File: src/rtl/msc16_mem_arb.sv
// rtl/msc16_mem_arb.sv - two-requester arbiter sharing the single-ported msc16 memory
module msc16_mem_arb #(
  parameter int MEM_LAT    = 1,
  parameter bit FIXED_PRIO = 1'b0
) (
  input  logic        clk,
  input  logic        rst,
  input  logic        m0_req,
  input  logic        m0_we,
  input  logic        m0_lock,
  input  logic [15:0] m0_addr,
  input  logic [15:0] m0_wdata,
  output logic        m0_ack,
  output logic        m0_rvalid,
  output logic [15:0] m0_rdata,
  input  logic        m1_req,
  input  logic        m1_we,
  input  logic        m1_lock,
  input  logic [15:0] m1_addr,
  input  logic [15:0] m1_wdata,
  output logic        m1_ack,
  output logic        m1_rvalid,
  output logic [15:0] m1_rdata,
  output logic        mem_en,
  output logic        mem_we,
  output logic [15:0] mem_addr,
  output logic [15:0] mem_out,
  input  logic [15:0] mem_in,
  output logic        grant_id
);

  typedef enum logic [1:0] {ARB, ISSUE, WAIT} state_t;

  localparam logic [1:0] WAIT_INIT = 2'(MEM_LAT - 1);

  state_t     state;
  logic [1:0] wait_cnt;
  logic       last_grant;
  logic       lock_hold;
  logic       cur_we;
  logic       any_req;
  logic       decide;
  logic       win;

  assign any_req = m0_req | m1_req;
  // Decisions happen when idle, or on the last WAIT cycle so back-to-back issues lose no cycle.
  assign decide  = any_req && ((state == ARB) || ((state == WAIT) && (wait_cnt == 2'd0)));

  always_comb begin
    win = 1'b0;
    if (lock_hold && (last_grant ? m1_req : m0_req))
      win = last_grant;
    else if (m0_req && !m1_req)
      win = 1'b0;
    else if (m1_req && !m0_req)
      win = 1'b1;
    else if (FIXED_PRIO)
      win = 1'b0;
    else
      win = ~last_grant;
  end

  always_ff @(posedge clk or posedge rst) begin
    if (rst) begin
      state      <= ARB;
      wait_cnt   <= 2'd0;
      last_grant <= 1'b1;
      lock_hold  <= 1'b0;
      cur_we     <= 1'b0;
      grant_id   <= 1'b0;
      m0_ack     <= 1'b0;
      m1_ack     <= 1'b0;
      m0_rvalid  <= 1'b0;
      m1_rvalid  <= 1'b0;
      m0_rdata   <= 16'h0000;
      m1_rdata   <= 16'h0000;
      mem_en     <= 1'b0;
      mem_we     <= 1'b0;
      mem_addr   <= 16'h0000;
      mem_out    <= 16'h0000;
    end else begin
      m0_ack    <= 1'b0;
      m1_ack    <= 1'b0;
      m0_rvalid <= 1'b0;
      m1_rvalid <= 1'b0;
      case (state)
        ARB: state <= ARB;
        ISSUE: begin
          mem_en   <= 1'b0;
          mem_we   <= 1'b0;
          wait_cnt <= WAIT_INIT;
          state    <= WAIT;
        end
        WAIT: begin
          if (wait_cnt == 2'd0) begin
            if (!cur_we) begin
              if (grant_id) begin
                m1_rdata  <= mem_in;
                m1_rvalid <= 1'b1;
              end else begin
                m0_rdata  <= mem_in;
                m0_rvalid <= 1'b1;
              end
            end
            state <= ARB;
          end else begin
            wait_cnt <= wait_cnt - 2'd1;
          end
        end
        default: state <= ARB;
      endcase
      // A new issue overrides the ARB/WAIT fall-through above.
      if (decide) begin
        state      <= ISSUE;
        mem_en     <= 1'b1;
        mem_we     <= win ? m1_we : m0_we;
        cur_we     <= win ? m1_we : m0_we;
        mem_addr   <= win ? m1_addr : m0_addr;
        mem_out    <= win ? m1_wdata : m0_wdata;
        lock_hold  <= win ? m1_lock : m0_lock;
        grant_id   <= win;
        last_grant <= win;
        if (win)
          m1_ack <= 1'b1;
        else
          m0_ack <= 1'b1;
      end
    end
  end

endmodule
File: config.mk
export PLATFORM = sky130hd
export DESIGN_NAME = msc16_mem_arb
export DESIGN_NICKNAME = d
export VERILOG_FILES = /design/src/rtl/msc16_mem_arb.sv
export SDC_FILE = /design/constraint.sdc
export NUM_CORES = 1
export LEC_CHECK = 0
export ABC_AREA = 0
export ABC_CLOCK_PERIOD_IN_PS = 2600
export BUFFER_PORTS_ARGS = -buffer_cell sky130_fd_sc_hd__buf_2
export CAP_MARGIN = 20
export CORE_MARGIN = 10
export CORE_UTILIZATION = 35
export DETAILED_ROUTE_END_ITERATION = 8
export SLEW_MARGIN = 0
export SYNTH_ARGS = -nofsm -noshare
export SYNTH_HDL_FRONTEND = slang
export SYNTH_SLANG_ARGS = --single-unit
File: constraint.sdc
create_clock -name clk -period 2.6 [get_ports clk]
set_input_delay 0.39 -clock clk [delete_from_list [all_inputs] [get_ports clk]]
set_output_delay 0.39 -clock clk [all_outputs]
set_load 0.01 [all_outputs]
==> Word level (Yosys, flattened, before mapping) <==
Index checks and enable logic that the tools add are counted.
{ "op_classes": {"eq_ne": 4, "n_mux": 28, "n_reduce_logical": 15, "add_sub_neg": 1, "bitwise_logic": 4} }
{ "op_table": {"columns": ["op", "count"], "rows": [
  ["$mux 16", 2],
  ["$mux 1", 21],
  ["$pmux 2 s2", 2],
  ["$reduce_and 4->1", 2],
  ["$mux 2", 3],
  ["$logic_and 1x1->1", 5],
  ["$logic_not 2->1", 2],
  ["$reduce_bool 2->1", 2],
  ["$ne 3x2->1 const B", 1],
  ["$not 1->1", 3],
  ["$eq 2x1->1 const B", 1],
  ["$eq 2x2->1 const B", 1],
  ["$logic_not 1->1", 2],
  ["$ne 2x2->1 const B", 1],
  ["$reduce_and 2->1", 1],
  ["$sub 2x1->2 const B", 1],
  ["$logic_or 1x1->1", 1],
  ["$or 1x1->1", 1]
]} }
{ "totals": {"output_inout_bits": 71, "ff_bits": 78, "in_bits": 88, "elab_cells": 68} }

==> Depth between registers and ports, before layout <==
{ "logic_depth": {"depth_word": 7, "ltp_mapped": 9, "depth_no_buf": 7} }

==> Least setup slack after synthesis <==
OpenSTA, ideal clock, no wires.
{ "synth_path": {"path_kind": "register -> register", "from": "reg wait_cnt[0]", "to": "reg m0_rdata[0]", "n_path_buf": 2, "setup_ns": 0.125, "slack_ns": 0.739, "arrival_time_ns": 1.736, "required_time_ns": 2.475, "path_stages_with_launch": 9, "path_cell_list": "dfrtp_1 -> inv_1 -> ha_1 -> inv_1 -> nor4b_4 -> and2_2 -> buf_6 -> buf_6 -> mux2_2"} }
{ "synth_via": {"elab_chain_cells": 2} }
{ "synth_lines": {"columns": ["element", "line_no", "text"], "rows": [
  ["start, declared", "37", "logic [1:0] wait_cnt;"],
  ["start signal, assigned", "107", "wait_cnt <= wait_cnt - 2'd1;"],
  ["$logic_not 2->1", "95", "if (wait_cnt == 2'd0) begin"],
  ["$reduce_and 4->1 (no source line)", null, null],
  ["end signal, assigned", "101", "m0_rdata <= mem_in;"],
  ["end, declared", "15", "output logic [15:0] m0_rdata,"]
]} }
Every way passes these cells.
A chain may end at the register's enable or synchronous reset.

==> Worst setup path after layout <==
{ "layout_path": {"from": "reg wait_cnt[0]", "to": "reg m0_rdata[6]"} }
The elaborated chain is that of the path after synthesis.

==> impl_metrics.json <==
{
  "status": "complete, no violations",
  "max_cap_viol_count": 0,
  "track_usage": 0.146,
  "fin_ws_ns": 0.576,
  "core_area_mm2": 0.00977,
  "hold_viol": 0,
  "tightest_slew_ns": 0.654,
  "syn_area_mm2": 0.00351,
  "pre_cts_slack_ns": 0.563,
  "crit_path_frequent_cell": "inv_1",
  "ys_ff_latch": 78,
  "synth_cell_type_count": 30,
  "cts-root-buf": "clkbuf_8",
  "die_h_um": 120,
  "dpl_cell_area_mm2": 0.00443,
  "min_path_type": "in2async",
  "cp.required_ns": 2.83,
  "synthArstFlopShare": 1.00,
  "synth_common_cells": "dfrtp_1 (77), nor2_1 (38), nor3_1 (34), a211oi_1 (33), nor4_1 (33)",
  "die_area_mm2": 0.0144,
  "avgRoutedWirePerCell_um": 17.5,
  "place_congestion": 0.768,
  "post_cts_buffers": 0,
  "ys.flop_type": "dfrtp_1",
  "critical_path_buf_inv_count": 2,
  "grt_antenna_before_repair": 0,
  "hold_slack_ns": 0.0847,
  "clkTransAtPathRegs_ns": 0.09,
  "cts_max_level": 3,
  "cp_top_family": "simple AND/OR/NAND/NOR gates",
  "fmaxAchievable_mhz": 494,
  "synth_nets": 410,
  "dp_hpwl_um": 7880,
  "rows": 36,
  "start_util": 0.359,
  "maxSlewHeadroom": 0.563,
  "cts_resized": 0,
  "ios": 159,
  "dr.first_iter.drc_count": 131,
  "num_antenna_cells": 0,
  "grt_first_pass_wirelength_um": 17300,
  "arrival_ns": 2.25,
  "grt_pass1_vias": 3358,
  "period_minus_slack_ns": 2.02,
  "crit_chain": "inv_1 -> ha_1 -> inv_1 -> nor4b_4 -> and2_2 -> mux2_2",
  "finalNetCount": 559,
  "cp-start-kind": "flip-flop",
  "path_max_fanout": 17,
  "r2r_slack_ns": 0.58,
  "cts_buffers": 9,
  "drc": 0,
  "worstSetupPathType": "reg2reg",
  "period_share": 0.778,
  "synth.top_cell.area_share": 0.549,
  "cp-end-kind": "flip-flop",
  "clock_latency_ns": 0.35,
  "rsz0062_at_grt": "false",
  "cpPeakStageDelay_ns": 0.44,
  "dp.cells": 592,
  "final_cells": 608,
  "dieWidth_um": 120,
  "finalMaxSlewViolations": 0,
  "ys_top_cells_by_area": "dfrtp_1 (55%), mux2_2 (10%), a211oi_1 (7.1%), nor4_1 (5.9%), nor3_1 (4.8%)",
  "n_fill_cell": 955,
  "drive_above_1_share": 0.474,
  "syn_avg_cell_area_um2": 10.9,
  "synth-edff-count": 0,
  "clock_path_buffers": 2,
  "yosys.area.top_type": "dfrtp_1",
  "tns_ns": 0,
  "clock_skew_ns": 0.0144,
  "ir_worst_vdd_mv": 0.344,
  "leakagePower_nw": 2.12,
  "cts_tree": "done",
  "cts_sinks": 78,
  "drt-pass1-iter-count": 4,
  "hold_buffers": 0,
  "ys_warn_count": 0,
  "final_area_mm2": 0.00465,
  "routed_wl_um": 10600,
  "seq_area_frac_synth": 0.556,
  "synth.most_common_cell": "dfrtp_1",
  "vias": 3071,
  "syn_inst": 321,
  "ant_nets": 0,
  "avgViaCountPerCell": 5.05,
  "crit_path_top_delay_cell": "and2_2",
  "numPortBuffers": 158,
  "gr-total-overflow": 0,
  "syn2layout_area_growth_pct": 32.3,
  "grt_max_degree": 44,
  "setup_viol": 0,
  "power.density_mw_per_mm2": 965
}
path summary, 6_finish.rpt:
path | from | endpoint | depth (start not counted)
worst max-delay path | wait_cnt[0]$_DFFE_PP0P_ | m0_rdata[6]$_DFFE_PP0P_ | 6
worst min-delay path | rst | mem_out[0]$_DFFE_PP0P_ | 2
worst max register to register | wait_cnt[0]$_DFFE_PP0P_ | m0_rdata[6]$_DFFE_PP0P_ | 6
worst min register to register | mem_en$_DFFE_PP0P_ | mem_en$_DFFE_PP0P_ | 2
max in group asynchronous | rst | m0_rdata[4]$_DFFE_PP0P_ | 3
min in group clk | mem_in[0] | m1_rdata[0]$_DFFE_PP0P_ | 2
state kept, by name, indices dropped and copies added, names as in the netlist:
name / cells
m0_rdata: 16
m1_rdata: 16
mem_addr: 16
mem_out: 16
state: 2
wait_cnt: 2
cur_we: 1
grant_id: 1
last_grant: 1
lock_hold: 1
m0_ack: 1
m0_rvalid: 1
m1_ack: 1
m1_rvalid: 1
mem_en: 1
mem_we: 1
logic make-up after synthesis:
kind of cell    synth area share
mux                        0.108
flops                      0.556
xor+xnor                 0.00249
simple gates               0.181
compound gates            0.0944
buf+inv                   0.0538
fa+ha+maj                0.00356
layer usage:
| layer | wire, µm | track usage | vias to the layer above |
|---|---|---|---|
| met2 | 4600 | 0.215 | 139 |
| met1 | 4680 | 0.179 | 1472 |
| met5 | 0 | 0 | - |
| met3 | 1280 | 0.0800 | 5 |
| li1 | - | - | 1455 |
| met4 | 58 | 0.0452 | 0 |
metrics by stage:
step / power (W) / utilization
floorplan: 0.00278 / -
global route: 0.00480 / 0.476
global placement: 0.00349 / 0.453
finish: 0.00448 / 0.476
CTS: 0.00455 / 0.476
detailed placement: 0.00353 / 0.453
where the power goes:
part	internal, W	switching (W)	leakage [nW]
registers	0.00165	0.000236	0.905
clock network	0.000544	0.000466	0.110
logic	0.000731	0.000857	1.10
placed cells by master, fill, tap and decap left out:
cell | synthesis | layout
buf_2 | 19 | 158
dfrtp_1 | 77 | 77
nor2_1 | 38 | 38
nor3_1 | 34 | 34
nor4_1 | 33 | 33
a211oi_1 | 33 | 33
mux2_2 | 32 | 32
clkbuf_8 | 0 | 9
nand2_1 | 8 | 8
inv_1 | 7 | 6
o21ai_0 | 5 | 5
buf_4 | 1 | 5
buf_12 | 0 | 4
nor2b_1 | 3 | 3
a21oi_1 | 3 | 3
clkinv_2 | 0 | 3
o21ai_2 | 2 | 2
nand2b_1 | 2 | 2
mux2i_1 | 2 | 2
o21a_1 | 2 | 2
inv_6 | 0 | 2
bufinv_16 | 0 | 2
or2_2 | 1 | 1
nand3b_1 | 1 | 1
inv_2 | 1 | 1
xor2_1 | 1 | 1
a221o_2 | 1 | 1
nand3_1 | 1 | 1
nor4b_4 | 1 | 1
nand2_2 | 1 | 1
and2_2 | 1 | 1
ha_1 | 1 | 1
clkinvlp_4 | 0 | 1
dfstp_2 | 1 | 1
area by class of cell:
cell class	instances	area, µm²	share of cell area
clock buffer	9	124	0.0266
clock inverter	7	95.1	0.0205
inverter	8	31.3	0.00673
multi-input combinational	206	1370	0.295
sequential	78	1950	0.420
tap	133	166	0.0358
timing repair buffer	167	908	0.195
No activity file was read; power rests on OpenSTA's default activity.
